File: src/rtl/hazard_scoreboard.sv
// Decode-stage hazard scoreboard for a WIDTH-wide in-order issue group.
// Tracks load-use latency per register and a multi-cycle multiplier, and produces stall/flush controls.
module hazard_scoreboard #(
  parameter int WIDTH    = 2,
  parameter int LOAD_LAT = 1,
  parameter int MUL_LAT  = 4
) (
  input  logic               clk,
  input  logic               reset,
  input  logic [WIDTH-1:0]   valid,
  input  logic [5*WIDTH-1:0] rs,
  input  logic [5*WIDTH-1:0] rt,
  input  logic [5*WIDTH-1:0] wreg,
  input  logic [WIDTH-1:0]   regwrite,
  input  logic [WIDTH-1:0]   is_load,
  input  logic [WIDTH-1:0]   is_mult,
  input  logic [WIDTH-1:0]   reads_hilo,
  input  logic [WIDTH-1:0]   is_branch,
  input  logic [WIDTH-1:0]   taken,
  output logic [WIDTH-1:0]   stall_d,
  output logic [WIDTH-1:0]   flush_e,
  output logic               stall_f,
  output logic               mult_busy,
  output logic [31:0]        busy_mask
);

  localparam int CW = $clog2(LOAD_LAT + 1);
  localparam logic [CW-1:0] CNT_ZERO  = CW'(1'b0);
  localparam logic [CW-1:0] CNT_ONE   = CW'(1'b1);
  localparam logic [CW-1:0] LOAD_INIT = CW'(LOAD_LAT);
  localparam logic [3:0]    MUL_INIT  = 4'(MUL_LAT);

  typedef enum logic [0:0] {
    ST_IDLE = 1'b0,
    ST_BUSY = 1'b1
  } mstate_t;

  mstate_t           state_r;
  logic [3:0]        mcnt_r;
  logic [CW-1:0]     cnt_r [32];

  logic [31:0]       busy_s;
  logic [31:0]       load_set_s;
  logic              mult_busy_s;
  logic              mult_go_s;
  logic [WIDTH-1:0]  haz_s;
  logic [WIDTH-1:0]  stall_s;
  logic [WIDTH-1:0]  killed_s;
  logic [WIDTH-1:0]  issue_s;

  assign mult_busy_s = (state_r == ST_BUSY);

  // Per-register busy flags; register 0 is hard-wired free.
  always_comb begin
    busy_s = 32'd0;
    for (int r = 0; r < 32; r++) begin
      busy_s[r] = (cnt_r[r] != CNT_ZERO);
    end
    busy_s[0] = 1'b0;
  end

  // Per-slot hazard: scoreboard RAW, intra-group RAW, and multiplier/HI-LO structural conflicts.
  always_comb begin
    logic [4:0] rs_v;
    logic [4:0] rt_v;
    logic [4:0] wj_v;
    logic       raw_v;
    logic       older_mult_v;
    haz_s = {WIDTH{1'b0}};
    rs_v = 5'd0;
    rt_v = 5'd0;
    wj_v = 5'd0;
    raw_v = 1'b0;
    older_mult_v = 1'b0;
    for (int i = 0; i < WIDTH; i++) begin
      rs_v = rs[5*i +: 5];
      rt_v = rt[5*i +: 5];
      raw_v = busy_s[rs_v] | busy_s[rt_v];
      older_mult_v = 1'b0;
      for (int j = 0; j < i; j++) begin
        wj_v = wreg[5*j +: 5];
        raw_v = raw_v | (valid[j] & regwrite[j] & (wj_v != 5'd0) &
                         ((wj_v == rs_v) | (wj_v == rt_v)));
        older_mult_v = older_mult_v | (valid[j] & is_mult[j]);
      end
      haz_s[i] = valid[i] & (raw_v |
                 ((is_mult[i] | reads_hilo[i]) & (mult_busy_s | older_mult_v)));
    end
  end

  // In-order stall propagation; a taken branch that leaves decode kills every younger slot.
  always_comb begin
    logic kill_v;
    logic prev_v;
    stall_s  = {WIDTH{1'b0}};
    killed_s = {WIDTH{1'b0}};
    kill_v = 1'b0;
    prev_v = 1'b0;
    for (int i = 0; i < WIDTH; i++) begin
      killed_s[i] = kill_v;
      stall_s[i]  = ~kill_v & (prev_v | (valid[i] & haz_s[i]));
      prev_v      = stall_s[i];
      kill_v      = kill_v | (valid[i] & is_branch[i] & taken[i] & ~stall_s[i]);
    end
  end

  assign issue_s = valid & ~stall_s & ~killed_s;

  // Registers armed by issuing loads this cycle; duplicates simply collapse onto one bit.
  always_comb begin
    load_set_s = 32'd0;
    for (int i = 0; i < WIDTH; i++) begin
      load_set_s[wreg[5*i +: 5]] = load_set_s[wreg[5*i +: 5]] |
                                   (issue_s[i] & is_load[i] & regwrite[i]);
    end
    load_set_s[0] = 1'b0;
  end

  assign mult_go_s = |(issue_s & is_mult);

  // Scoreboard counters and multiplier FSM; reset overrides any issue in the same cycle.
  always_ff @(posedge clk) begin
    if (reset) begin
      for (int r = 0; r < 32; r++) begin
        cnt_r[r] <= CNT_ZERO;
      end
      state_r <= ST_IDLE;
      mcnt_r  <= 4'd0;
    end else begin
      for (int r = 0; r < 32; r++) begin
        if (load_set_s[r]) begin
          cnt_r[r] <= LOAD_INIT;
        end else if (cnt_r[r] != CNT_ZERO) begin
          cnt_r[r] <= cnt_r[r] - CNT_ONE;
        end else begin
          cnt_r[r] <= CNT_ZERO;
        end
      end
      case (state_r)
        ST_IDLE: begin
          if (mult_go_s) begin
            state_r <= ST_BUSY;
            mcnt_r  <= MUL_INIT;
          end else begin
            state_r <= ST_IDLE;
            mcnt_r  <= 4'd0;
          end
        end
        ST_BUSY: begin
          if (mcnt_r == 4'd1) begin
            state_r <= ST_IDLE;
            mcnt_r  <= 4'd0;
          end else begin
            state_r <= ST_BUSY;
            mcnt_r  <= mcnt_r - 4'd1;
          end
        end
        default: begin
          state_r <= ST_IDLE;
          mcnt_r  <= 4'd0;
        end
      endcase
    end
  end

  assign stall_d   = stall_s;
  assign flush_e   = stall_s | killed_s | ~valid;
  assign stall_f   = |stall_s;
  assign mult_busy = mult_busy_s;
  assign busy_mask = busy_s;

  hazard_scoreboard_chk #(
    .WIDTH   (WIDTH),
    .MUL_LAT (MUL_LAT)
  ) u_chk (
    .clk       (clk),
    .reset     (reset),
    .stall_d   (stall_s),
    .flush_e   (flush_e),
    .stall_f   (stall_f),
    .mult_busy (mult_busy_s),
    .busy_mask (busy_s),
    .mcnt      (mcnt_r)
  );

endmodule

// Structural invariants of the scoreboard outputs and multiplier counter.
module hazard_scoreboard_chk #(
  parameter int WIDTH   = 2,
  parameter int MUL_LAT = 4
) (
  input logic             clk,
  input logic             reset,
  input logic [WIDTH-1:0] stall_d,
  input logic [WIDTH-1:0] flush_e,
  input logic             stall_f,
  input logic             mult_busy,
  input logic [31:0]      busy_mask,
  input logic [3:0]       mcnt
);

  localparam logic [3:0] MUL_MAX = 4'(MUL_LAT);

  a_zero_free: assert property (@(posedge clk) disable iff (reset) busy_mask[0] == 1'b0);
  a_stall_f:   assert property (@(posedge clk) disable iff (reset) stall_f == (|stall_d));
  a_flush_cov: assert property (@(posedge clk) disable iff (reset) (stall_d & ~flush_e) == {WIDTH{1'b0}});
  a_mcnt_busy: assert property (@(posedge clk) disable iff (reset) mult_busy == (mcnt != 4'd0));
  a_mcnt_max:  assert property (@(posedge clk) disable iff (reset) mcnt <= MUL_MAX);

endmodule

File: config.mk
export PLATFORM = sky130hd
export DESIGN_NAME = hazard_scoreboard
export DESIGN_NICKNAME = d
export VERILOG_FILES = /design/src/rtl/hazard_scoreboard.sv
export SDC_FILE = /design/constraint.sdc
export NUM_CORES = 1
export LEC_CHECK = 0
export CAP_MARGIN = 0
export CORE_MARGIN = 5
export CORE_UTILIZATION = 30
export CTS_CLUSTER_DIAMETER = 30
export DETAILED_ROUTE_END_ITERATION = 10
export GPL_TIMING_DRIVEN = 0
export PLACE_DENSITY = 0.55
export SYNTH_ARGS = -nofsm -noshare
export SYNTH_HDL_FRONTEND = slang
export SYNTH_HIERARCHICAL = 1
export SYNTH_SLANG_ARGS = --single-unit
File: constraint.sdc
create_clock -name clk -period 12 [get_ports clk]
set_input_delay 3.6 -clock clk [delete_from_list [all_inputs] [get_ports clk]]
set_output_delay 3.6 -clock clk [all_outputs]
set_load 0.01 [all_outputs]
==> impl_summary.log, run 1 <==
[metrics] Skew-Pair Late Insertion Delay: 280 ps
[metrics] worst hold margin: 471 ps
[metrics] warning count from the yosys run: 6
[metrics] wire length of the first global-routing pass: 18,900 um
[metrics] total power: 0.386 mW
[metrics] clock root buffer: sky130_fd_sc_hd__clkbuf_16
[metrics] max-cap viol count: 0
[metrics] count of hold-fix buffers inserted at cts: 0
[metrics] critical path peak fanout: 10
[metrics] number of search-and-repair iterations in the first detailed-routing pass: 5
[metrics] Worst Path Arrival: between 6000 and 7000 ps
[metrics] post-route cell area: roughly 4600 um2
[metrics] number of H-tree levels: 2
[metrics] clock period minus final worst setup slack: ~10,000 ps
[metrics] arithmetic-cell share of the synthesized area counting full adders, half adders and majority gates: less than 1%
[metrics] initial antenna violation count: 0
[metrics] instance area after placement: between 4000 and 5000 um2
[metrics] maximum VDD drop: about 38 uV
[metrics] main combinational cell family by area after synthesis: multiplexers
[metrics] wire length per cell after detailed routing: around 20 um
[metrics] via count: roughly 3,400
[metrics] required time at the worst-slack endpoint: 8400 ps
[metrics] RSZ-0062 raised after global routing: no
[metrics] detailed placer's ending HPWL: a little under 10,000 um
[metrics] Register Area: between 1000 and 1500 um2
[metrics] Cell Rows: 39
[metrics] number of setup violations in the final report: 0
[metrics] Post-CTS Setup Repair Bufs: 0
[metrics] register bit count reported by yosys: 36
[metrics] CTS tree: yes
[metrics] mux share of post-synthesis cell area: about a quarter
[metrics] total of cells resized after clock tree synthesis: 0
[metrics] die outline width: 119 um
[metrics] number of unique standard cell types used by synthesis: 60
[metrics] number of flops mapped to enable cells by yosys: 31
[metrics] share of the core filled with cells: 40.3%
[metrics] post-route fraction of the period consumed by the critical path: between 80 and 90%
[metrics] fillcell total: 1,139
[metrics] post-synthesis compound-gate area fraction: 13.6%
[metrics] Port Buf Inserts: 65
[metrics] count of boundary I/O pins: 84
[metrics] tightest slew margin relative to the limit: around three fifths
[metrics] pin count of the biggest net entering global routing: 13
[metrics] cell area after technology mapping: 3550 um2
[metrics] vertical die dimension: about 120 um
[metrics] post-detailed-route DRC marker count: 0
[metrics] Final Hold Viols: 0
[metrics] P&R area growth vs syn: 30.6%
[metrics] total congestion overflow: 0
[metrics] Layout Nets: between 500 and 600
[metrics] Post-Synth Simple-Gate Area: between 20% and 30%
[metrics] share of post-route cells with drive strength above 1: 13.1%
[metrics] type of the worst min-delay path: register to register
[metrics] routability-driven placement congestion ratio: a little over 0.9
[metrics] gr usage total: 16.9%
[metrics] static leakage: between 1.5 and 2 nW
[metrics] pins over their slew limit: 0
[metrics] slew at the pin with the worst max-slew slack: a little over 600 ps
[metrics] core area: around 12,000 um2
[metrics] DRC violation total after the first TritonRoute iteration: 371
[metrics] maximum root-to-sink buffer count: 2
[metrics] total area of multi-input combinational cells: approximately 2400 um2
[metrics] routed vias/inst: about 5.6
[metrics] Initial Utilization: between 30% and 40%
[metrics] final clock skew: around 6.4 ps
[metrics] result of the run: finished clean
[metrics] ys async rst share: 0%
[metrics] ANT nets after route: 0
[metrics] Antenna Cells: 0
[metrics] sequential fraction of the synthesis area: between 20% and 30%
[metrics] cell count after synthesis: between 300 and 400
[metrics] Achievable Freq: around 98 MHz
[metrics] clock-pin slew on the worst setup and hold paths: about 60 ps
[metrics] number of global-route vias before repair: 3,399
[metrics] startpoint-to-endpoint class of the critical path: input pin to output port
[metrics] Detailed Route WL: ~12,000 um
[metrics] Total Negative Setup Slacks: 0 ps
[metrics] Avg Synthesized Cell Area: between 9 and 10 um2
[metrics] clock buffer count from CTS: 5
[metrics] ys flop type: sky130_fd_sc_hd__edfxtp_1
[metrics] kind of end point of the critical path: output port
[metrics] synthesized-area fraction occupied by xor and xnor cells: just under 4%
[metrics] area of the die: about 14,000 um2
[metrics] sort of element at the start of the critical path: input pin
[metrics] CTS Sinks: 36
[metrics] power density over cell area: slightly above 80 nW/um2
metrics by stage:
step	worst slack, ps	std cells
2_1_floorplan	2980	394
3_3_place_gp	1800	602
3_5_place_dp	1820	602
4_1_cts	1820	610
5_1_grt	1640	610
6_report	1770	610
flip-flops by register name (all words and copies together) (netlist names):
register,flops
cnt_r,31
mcnt_r,4
mult_busy,1
cell usage after synthesis (all sizes together), types with 5 or more instances:
cell,count,area (um2)
inv,6,22.5
nor4,10,68.8
nand2b,5,31.3
mux4,19,432
clkbuf,25,93.8
nand3,13,77.6
nand2,24,92.6
a21o,8,60.1
mux2,14,158
mux2i,31,310
or3,5,31.3
nor2b,6,37.5
o21ai,13,65.1
dfxtp,5,100
o22ai,7,43.8
nor3,22,115
xnor2,15,131
nand3b,10,75.1
buf,10,82.6
nor2,27,101
edfxtp,31,931
path summary, 6_finish.rpt:
kind / start / endpoint / slack [ps] / cells past startpoint
min reg2reg: mcnt_r[0] / mcnt_r[0] / 470 / 1
min: mcnt_r[0] / mcnt_r[0] / 470 / 1
max: rt[2] / flush_e[1] / 1770 / 10
max reg2reg: cnt_r[1][13] / cnt_r[0][11] / 8800 / 8
logic make-up after synthesis:
family | after synthesis
buffers and inverters | 41
xor gates and xnor gates | 16
DFF | 36
other | 2
and+or+nand+nor | 140
adders and majority gates | 2
muxes | 64
AOI/OAI and AO/OA | 63
cell usage in the layout (no fill, tap or decap), drive strengths merged, types with 3 or more instances in the layout:
cell type and count:
a21o 8, and3 3, buf 10, clkbuf 30, clkdlybuf4s50 65, clkinv 3
conb 32, dfxtp 5, edfxtp 31, inv 6, mux2 14, mux2i 31
mux4 19, nand2 24, nand2b 5, nand3 13, nand3b 10, nand4 4
nor2 27, nor2b 6, nor3 22, nor3b 4, nor4 10, o211ai 3
o21ai 13, o22ai 7, o311ai 4, o31ai 3, o32ai 4, o41ai 3
or3 5, or4 3, xnor2 15
where the power goes:
group	total, mW	internal (mW)	switching (mW)	leakage, nW
registers	0.149	0.141	0.00765	0.362
logic	0.111	0.0517	0.0597	1.24
clock network	0.125	0.0764	0.0490	0.0736
total	0.386	0.269	0.116	1.67
per-layer routing:
metal  up-vias  track usage, %  routed length, um
met1      1639            22.2               5280
li1       1590               -                  -
met4         0            5.79                263
met2       151            27.9               5720
met5         -               0                  0
met3        18            3.27                920
critical path, stage by stage:
cell                              delay [ps]
sky130_fd_sc_hd__clkdlybuf4s50_1         480
sky130_fd_sc_hd__buf_2                   270
sky130_fd_sc_hd__mux4_2                  350
sky130_fd_sc_hd__mux4_2                  470
sky130_fd_sc_hd__nand2_2                 110
sky130_fd_sc_hd__and3_1                  160
sky130_fd_sc_hd__a32oi_1                 200
sky130_fd_sc_hd__nor3_2                  390
sky130_fd_sc_hd__inv_1                   100
sky130_fd_sc_hd__clkdlybuf4s50_1         490
area by class of cell:
type | instances | area share [%]
multi-input combinational | 317 | 52.5
timing repair buffer | 65 | 14.0
clock inverter | 3 | 0.405
clock buffer | 5 | 2.70
tap | 143 | 3.86
inverter | 6 | 0.485
sequential | 36 | 22.2
buffer | 35 | 3.80
No activity file was read; power rests on OpenSTA's default activity.
==> run 2: changes to the inputs <==
--- a/config.mk
+++ b/config.mk
@@ -10,6 +10,7 @@
 export CORE_UTILIZATION = 30
 export CTS_CLUSTER_DIAMETER = 30
 export DETAILED_ROUTE_END_ITERATION = 10
+export GPL_ROUTABILITY_DRIVEN = 0
 export GPL_TIMING_DRIVEN = 0
 export PLACE_DENSITY = 0.55
 export SYNTH_ARGS = -nofsm -noshare
==> constraint.sdc (replaced) <==
create_clock -name clk -period 12.9 [get_ports clk]
set_input_delay 3.87 -clock clk [delete_from_list [all_inputs] [get_ports clk]]
set_output_delay 3.87 -clock clk [all_outputs]
set_load 0.01 [all_outputs]
==> impl_summary.log, run 2 (synthesis results as in run 1) <==
[metrics] result of the run: finished clean
[metrics] Cell Rows: 39
[metrics] post-detailed-route DRC marker count: 0
[metrics] pin count of the biggest net entering global routing: 13
[metrics] total power: 0.357 mW
[metrics] FF-to-FF Start: cnt_r[1][14]
[metrics] total congestion overflow: 0
[metrics] P&R area growth vs syn: 30.6%
[metrics] met3 layer usage reported by global route: roughly 2.4%
[metrics] Antenna Cells: 0
[metrics] startpoint-to-endpoint class of the critical path: input pin to output port
[metrics] global routing met1 resource utilization: ~22%
[metrics] Port Buf Inserts: 65
[metrics] tightest slew margin relative to the limit: between 50% and 60%
[metrics] total of cells resized after clock tree synthesis: 0
[metrics] Non-Filler Instances: about 600
[metrics] final setup margin: 2130 ps
[metrics] area of the die: about 14,000 um2
[metrics] pins over their slew limit: 0
[metrics] sort of element at the start of the critical path: input pin
[metrics] register-to-register setup slack: around 9700 ps
[metrics] number of search-and-repair iterations in the first detailed-routing pass: 5
[metrics] launching element of the worst setup path: rt[2]
[metrics] ANT nets after route: 0
[metrics] Achievable Freq: about 93 MHz
[metrics] Worst Path Arrival: about 6900 ps
[metrics] number of H-tree levels: 2
[metrics] maximum VDD drop: about 37 uV
[metrics] via count: between 3,000 and 4,000
[metrics] placed instance count: around 600
[metrics] endpoint of the most critical setup path: flush_e[1]
[metrics] final clock skew: between 7 and 8 ps
[metrics] cell breakdown of the critical path: clkdlybuf4s50_1 -> buf_2 -> mux4_2 -> mux4_2 -> nand2_2 -> and3_1 -> a32oi_1 -> nor3_2 -> inv_1 -> clkdlybuf4s50_1
[metrics] clock-pin slew on the worst setup and hold paths: ~60 ps
[metrics] wire length of the first global-routing pass: roughly 19,000 um
[metrics] slowest stage cell on the critical path: sky130_fd_sc_hd__clkdlybuf4s50_1
[metrics] number of flip-flops in the largest register: 31
[metrics] post-route fraction of the period consumed by the critical path: between 80% and 90%
[metrics] gr usage total: 16.7%
[metrics] wire length per cell after detailed routing: 19.7 um
[metrics] max-cap viol count: 0
[metrics] clock period minus final worst setup slack: about 11,000 ps
[metrics] count of boundary I/O pins: 84
[metrics] kind of end point of the critical path: output port
[metrics] critical path peak fanout: 10
[metrics] maximum root-to-sink buffer count: 2
[metrics] Total Negative Setup Slacks: 0 ps
[metrics] post-placement worst setup slack: ~2200 ps
[metrics] required time at the worst-slack endpoint: 9030 ps
[metrics] type of the worst min-delay path: register to register
[metrics] RSZ-0062 raised after global routing: no
[metrics] power density over cell area: 77.0 nW/um2
[metrics] share of post-route cells with drive strength above 1: 13.1%
[metrics] Initial Utilization: 30.9%
[metrics] most common library cell in the layout ignoring fill and taps: sky130_fd_sc_hd__clkdlybuf4s50_1
[metrics] Layout Nets: around 510
[metrics] DRC violation total after the first TritonRoute iteration: roughly 420
[metrics] Post-CTS Setup Repair Bufs: 0
[metrics] Largest Register: cnt_r
[metrics] die outline width: approximately 120 um
[metrics] routed vias/inst: 5.60
[metrics] detailed placer's ending HPWL: approximately 10000 um
[metrics] most frequent cells in the layout: sky130_fd_sc_hd__clkdlybuf4s50_1 (65), sky130_fd_sc_hd__conb_1 (32), sky130_fd_sc_hd__mux2i_1 (31), sky130_fd_sc_hd__edfxtp_1 (31), sky130_fd_sc_hd__nor2_1 (27)
[metrics] number of global-route vias before repair: 3,408
[metrics] Skew-Pair Late Insertion Delay: 280 ps
[metrics] reg-to-reg critical path endpoint: cnt_r[0][11]
[metrics] count of hold-fix buffers inserted at cts: 0
[metrics] largest incremental delay on the critical path: around 510 ps
[metrics] initial antenna violation count: 0
[metrics] number of setup violations in the final report: 0
[metrics] static leakage: approximately 1.7 nW
[metrics] Final Hold Viols: 0
[metrics] routing layer with the top usage in global route: met2
[metrics] core area: approximately 12,000 um2
[metrics] share of the core filled with cells: 40.3%
[metrics] logic depth of the worst register-to-register path: 8
[metrics] vertical die dimension: approximately 120 um
[metrics] CTS tree: yes
[metrics] clock root buffer: sky130_fd_sc_hd__clkbuf_16
[metrics] fillcell total: ~1,100
[metrics] clock buffer count from CTS: 5
[metrics] slew at the pin with the worst max-slew slack: between 600 and 700 ps
[metrics] Detailed Route WL: about 12,000 um
[metrics] met2 Use GR: 28.3%
[metrics] CTS Sinks: 36
==> run 2: cell counts in the layout (fill, tap and decap cells not counted) <==
No cell type changed its count.
==> run 2: through the flow <==
stage	instance area, um2	hold WS, ps
detailed placement	4500	463
global placement	4500	443
floorplan	3670	430
CTS	4640	477
finish	4640	470
global route	4640	510
==> run 2: layout make-up <==
type | instances | area (um2) | share of cell area [%]
clock inverter | 3 | 18.8 | 0.405
sequential | 36 | 1030 | 22.2
clock buffer | 5 | 125 | 2.70
inverter | 6 | 22.5 | 0.485
multi-input combinational | 317 | 2440 | 52.5
buffer | 35 | 176 | 3.80
tap | 143 | 179 | 3.86
timing repair buffer | 65 | 651 | 14.0
==> run 2: layer usage <==
metal / routed length (um) / up-vias
li1: - / 1591
met1: 5350 / 1643
met2: 5700 / 160
met3: 713 / 25
met4: 246 / 0
met5: 0 / -
==> run 2: critical path: cells and delay by family <==
kind                   cells  cell delay, ps
AO/OA/AOI/OAI              1             180
buffers and inverters      4            1370
multiplexers               2             830
AND/OR/NAND/NOR            3             650
==> run 2: where the power goes <==
group,internal (mW),switching [mW]
combinational,0.0480,0.0547
clock,0.0710,0.0448
sequential,0.131,0.00725
==> run 2: how the worst min path moves through the flow <==
stage / start / endpoint / slack [ps] / cells after the start
after floorplan: mcnt_r[0] / mcnt_r[0] / 430 / 1
after global placement: mcnt_r[0] / mcnt_r[0] / 440 / 1
after detailed placement: mcnt_r[0] / mcnt_r[0] / 460 / 1
after CTS: mcnt_r[0] / mcnt_r[0] / 480 / 1
after global routing: mcnt_r[0] / mcnt_r[0] / 510 / 1
final: mcnt_r[0] / mcnt_r[0] / 470 / 1
==> run 3: changes to the inputs <==
--- a/config.mk
+++ b/config.mk
@@ -12,7 +12,7 @@
 export DETAILED_ROUTE_END_ITERATION = 10
 export GPL_ROUTABILITY_DRIVEN = 0
 export GPL_TIMING_DRIVEN = 0
-export PLACE_DENSITY = 0.55
+export PLACE_DENSITY = 0.57
 export SYNTH_ARGS = -nofsm -noshare
 export SYNTH_HDL_FRONTEND = slang
 export SYNTH_HIERARCHICAL = 1
==> constraint.sdc (replaced) <==
create_clock -name clk -period 8.9 [get_ports clk]
set_input_delay 2.67 -clock clk [delete_from_list [all_inputs] [get_ports clk]]
set_output_delay 2.67 -clock clk [all_outputs]
set_load 0.01 [all_outputs]
==> impl_summary.log, run 3 (synthesis results as in run 1) <==
[metrics] post-route fraction of the period consumed by the critical path: between 90% and 100%
[metrics] result of the run: finished clean
[metrics] CTS tree: yes
[metrics] area of the die: around 14,000 um2
[metrics] Worst Path Arrival: between 5000 and 6000 ps
[metrics] pin count of the biggest net entering global routing: 13
[metrics] type of the worst min-delay path: register to register
[metrics] share of post-route cells with drive strength above 1: between 10% and 20%
[metrics] initial antenna violation count: 0
[metrics] clock-pin slew on the worst setup and hold paths: around 50 ps
[metrics] vertical die dimension: 119 um
[metrics] Initial Utilization: 30.9%
[metrics] clock period minus final worst setup slack: approximately 8400 ps
[metrics] sort of element at the start of the critical path: input pin
[metrics] post-placement worst setup slack: roughly 560 ps
[metrics] fillcell total: between 1,000 and 1,500
[metrics] max-cap viol count: 0
[metrics] total of cells resized after clock tree synthesis: 0
[metrics] most common library cell in the layout ignoring fill and taps: sky130_fd_sc_hd__clkdlybuf4s50_1
[metrics] ANT nets after route: 0
[metrics] number of flip-flops in the largest register: 31
[metrics] most frequent cells in the layout: sky130_fd_sc_hd__clkdlybuf4s50_1 (65), sky130_fd_sc_hd__conb_1 (32), sky130_fd_sc_hd__mux2i_1 (31), sky130_fd_sc_hd__edfxtp_1 (31), sky130_fd_sc_hd__nor2_1 (27)
[metrics] pins over their slew limit: 0
[metrics] P&R area growth vs syn: 31.2%
[metrics] final setup margin: roughly 540 ps
[metrics] Layout Nets: ~510
[metrics] slew at the pin with the worst max-slew slack: ~640 ps
[metrics] maximum root-to-sink buffer count: 2
[metrics] Achievable Freq: between 100 and 150 MHz
[metrics] number of global-route vias before repair: between 3,000 and 4,000
[metrics] Cell Rows: 39
[metrics] RSZ-0062 raised after global routing: no
[metrics] number of setup violations in the final report: 0
[metrics] count of boundary I/O pins: between 80 and 90
[metrics] static leakage: between 1.5 and 2 nW
[metrics] number of H-tree levels: 2
[metrics] tightest slew margin relative to the limit: a little under three fifths
[metrics] detailed placer's ending HPWL: a little under 10,000 um
[metrics] total power: approximately 0.55 mW
[metrics] required time at the worst-slack endpoint: between 6000 and 7000 ps
[metrics] routed vias/inst: 5.61
[metrics] final clock skew: roughly 1.6 ps
[metrics] Antenna Cells: 0
[metrics] post-detailed-route DRC marker count: 0
[metrics] Port Buf Inserts: 65
[metrics] Skew-Pair Late Insertion Delay: 270 ps
[metrics] count of hold-fix buffers inserted at cts: 0
[metrics] clock root buffer: sky130_fd_sc_hd__clkbuf_16
[metrics] power density over cell area: between 100 and 150 nW/um2
[metrics] Largest Register: cnt_r
[metrics] total congestion overflow: 0
[metrics] critical path peak fanout: 10
[metrics] kind of end point of the critical path: output port
[metrics] Total Negative Setup Slacks: 0 ps
[metrics] number of search-and-repair iterations in the first detailed-routing pass: 5
[metrics] core area: ~12,000 um2
[metrics] maximum VDD drop: 77.4 uV
[metrics] Post-CTS Setup Repair Bufs: 0
[metrics] via count: between 3,000 and 4,000
[metrics] DRC violation total after the first TritonRoute iteration: between 500 and 600
[metrics] die outline width: 119 um
[metrics] startpoint-to-endpoint class of the critical path: input pin to output port
[metrics] clock buffer count from CTS: 5
[metrics] Detailed Route WL: around 12,000 um
[metrics] gr usage total: 16.7%
[metrics] Final Hold Viols: 0
[metrics] CTS Sinks: 36
[metrics] wire length of the first global-routing pass: 18,600 um
[metrics] wire length per cell after detailed routing: between 15 and 20 um
run 3: cell count changes in the layout (fill, tap and decap cells not counted):
cell / change
sky130_fd_sc_hd__clkinvlp_4: +1
sky130_fd_sc_hd__clkinv_4: -1
sky130_fd_sc_hd__bufinv_16: +1
sky130_fd_sc_hd__clkinv_2: -1
run 3: final cells by class:
cell class	instances	area (um2)	area share, %
Clock inverter	3	42.5	0.912
Sequential cell	36	1030	22.1
Timing Repair Buffer	65	651	14.0
Clock buffer	5	125	2.68
Tap cell	143	179	3.84
Multi-Input combinational cell	317	2440	52.2
Buffer	35	176	3.78
Inverter	6	22.5	0.483
run 3: path summary, 6_finish.rpt:
kind	start	to	slack, ps	cells past startpoint
worst max-delay path	rt[2]	flush_e[1]	540	10
worst min-delay path	mcnt_r[0]	mcnt_r[0]	480	1
worst max register to register	cnt_r[1][14]	cnt_r[0][11]	5760	8
worst min register to register	mcnt_r[0]	mcnt_r[0]	480	1
run 3: per-stage QoR:
step / cells / util [%] / hold slack [ps] / area, um2
2_1_floorplan: 394 / - / 430 / 3670
3_3_place_gp: 602 / 39.0 / 443 / 4500
3_5_place_dp: 602 / 39.0 / 466 / 4500
4_1_cts: 610 / 40.5 / 478 / 4660
5_1_grt: 610 / 40.5 / 495 / 4660
6_report: 610 / 40.5 / 480 / 4660
run 3: critical path, stage by stage:
cell and delay [ps]:
sky130_fd_sc_hd__clkdlybuf4s50_1 490, sky130_fd_sc_hd__buf_2 280, sky130_fd_sc_hd__mux4_2 330, sky130_fd_sc_hd__mux4_2 500
sky130_fd_sc_hd__nand2_2 110, sky130_fd_sc_hd__and3_1 160, sky130_fd_sc_hd__a32oi_1 190, sky130_fd_sc_hd__nor3_2 360
sky130_fd_sc_hd__inv_1 90, sky130_fd_sc_hd__clkdlybuf4s50_1 500
run 3: layer usage:
layer | GRT usage [%] | up-vias | wire, um
met5 | 0 | - | 0
li1 | - | 1586 | -
met4 | 4.27 | 0 | 217
met1 | 22.5 | 1644 | 5260
met3 | 2.37 | 19 | 838
met2 | 28.2 | 175 | 5720
run 3: power by group:
part,total [mW],internal [mW],switching [mW]
Combinational,0.149,0.0696,0.0792
Clock,0.196,0.131,0.0645
Sequential,0.201,0.190,0.0106
Total,0.546,0.391,0.154
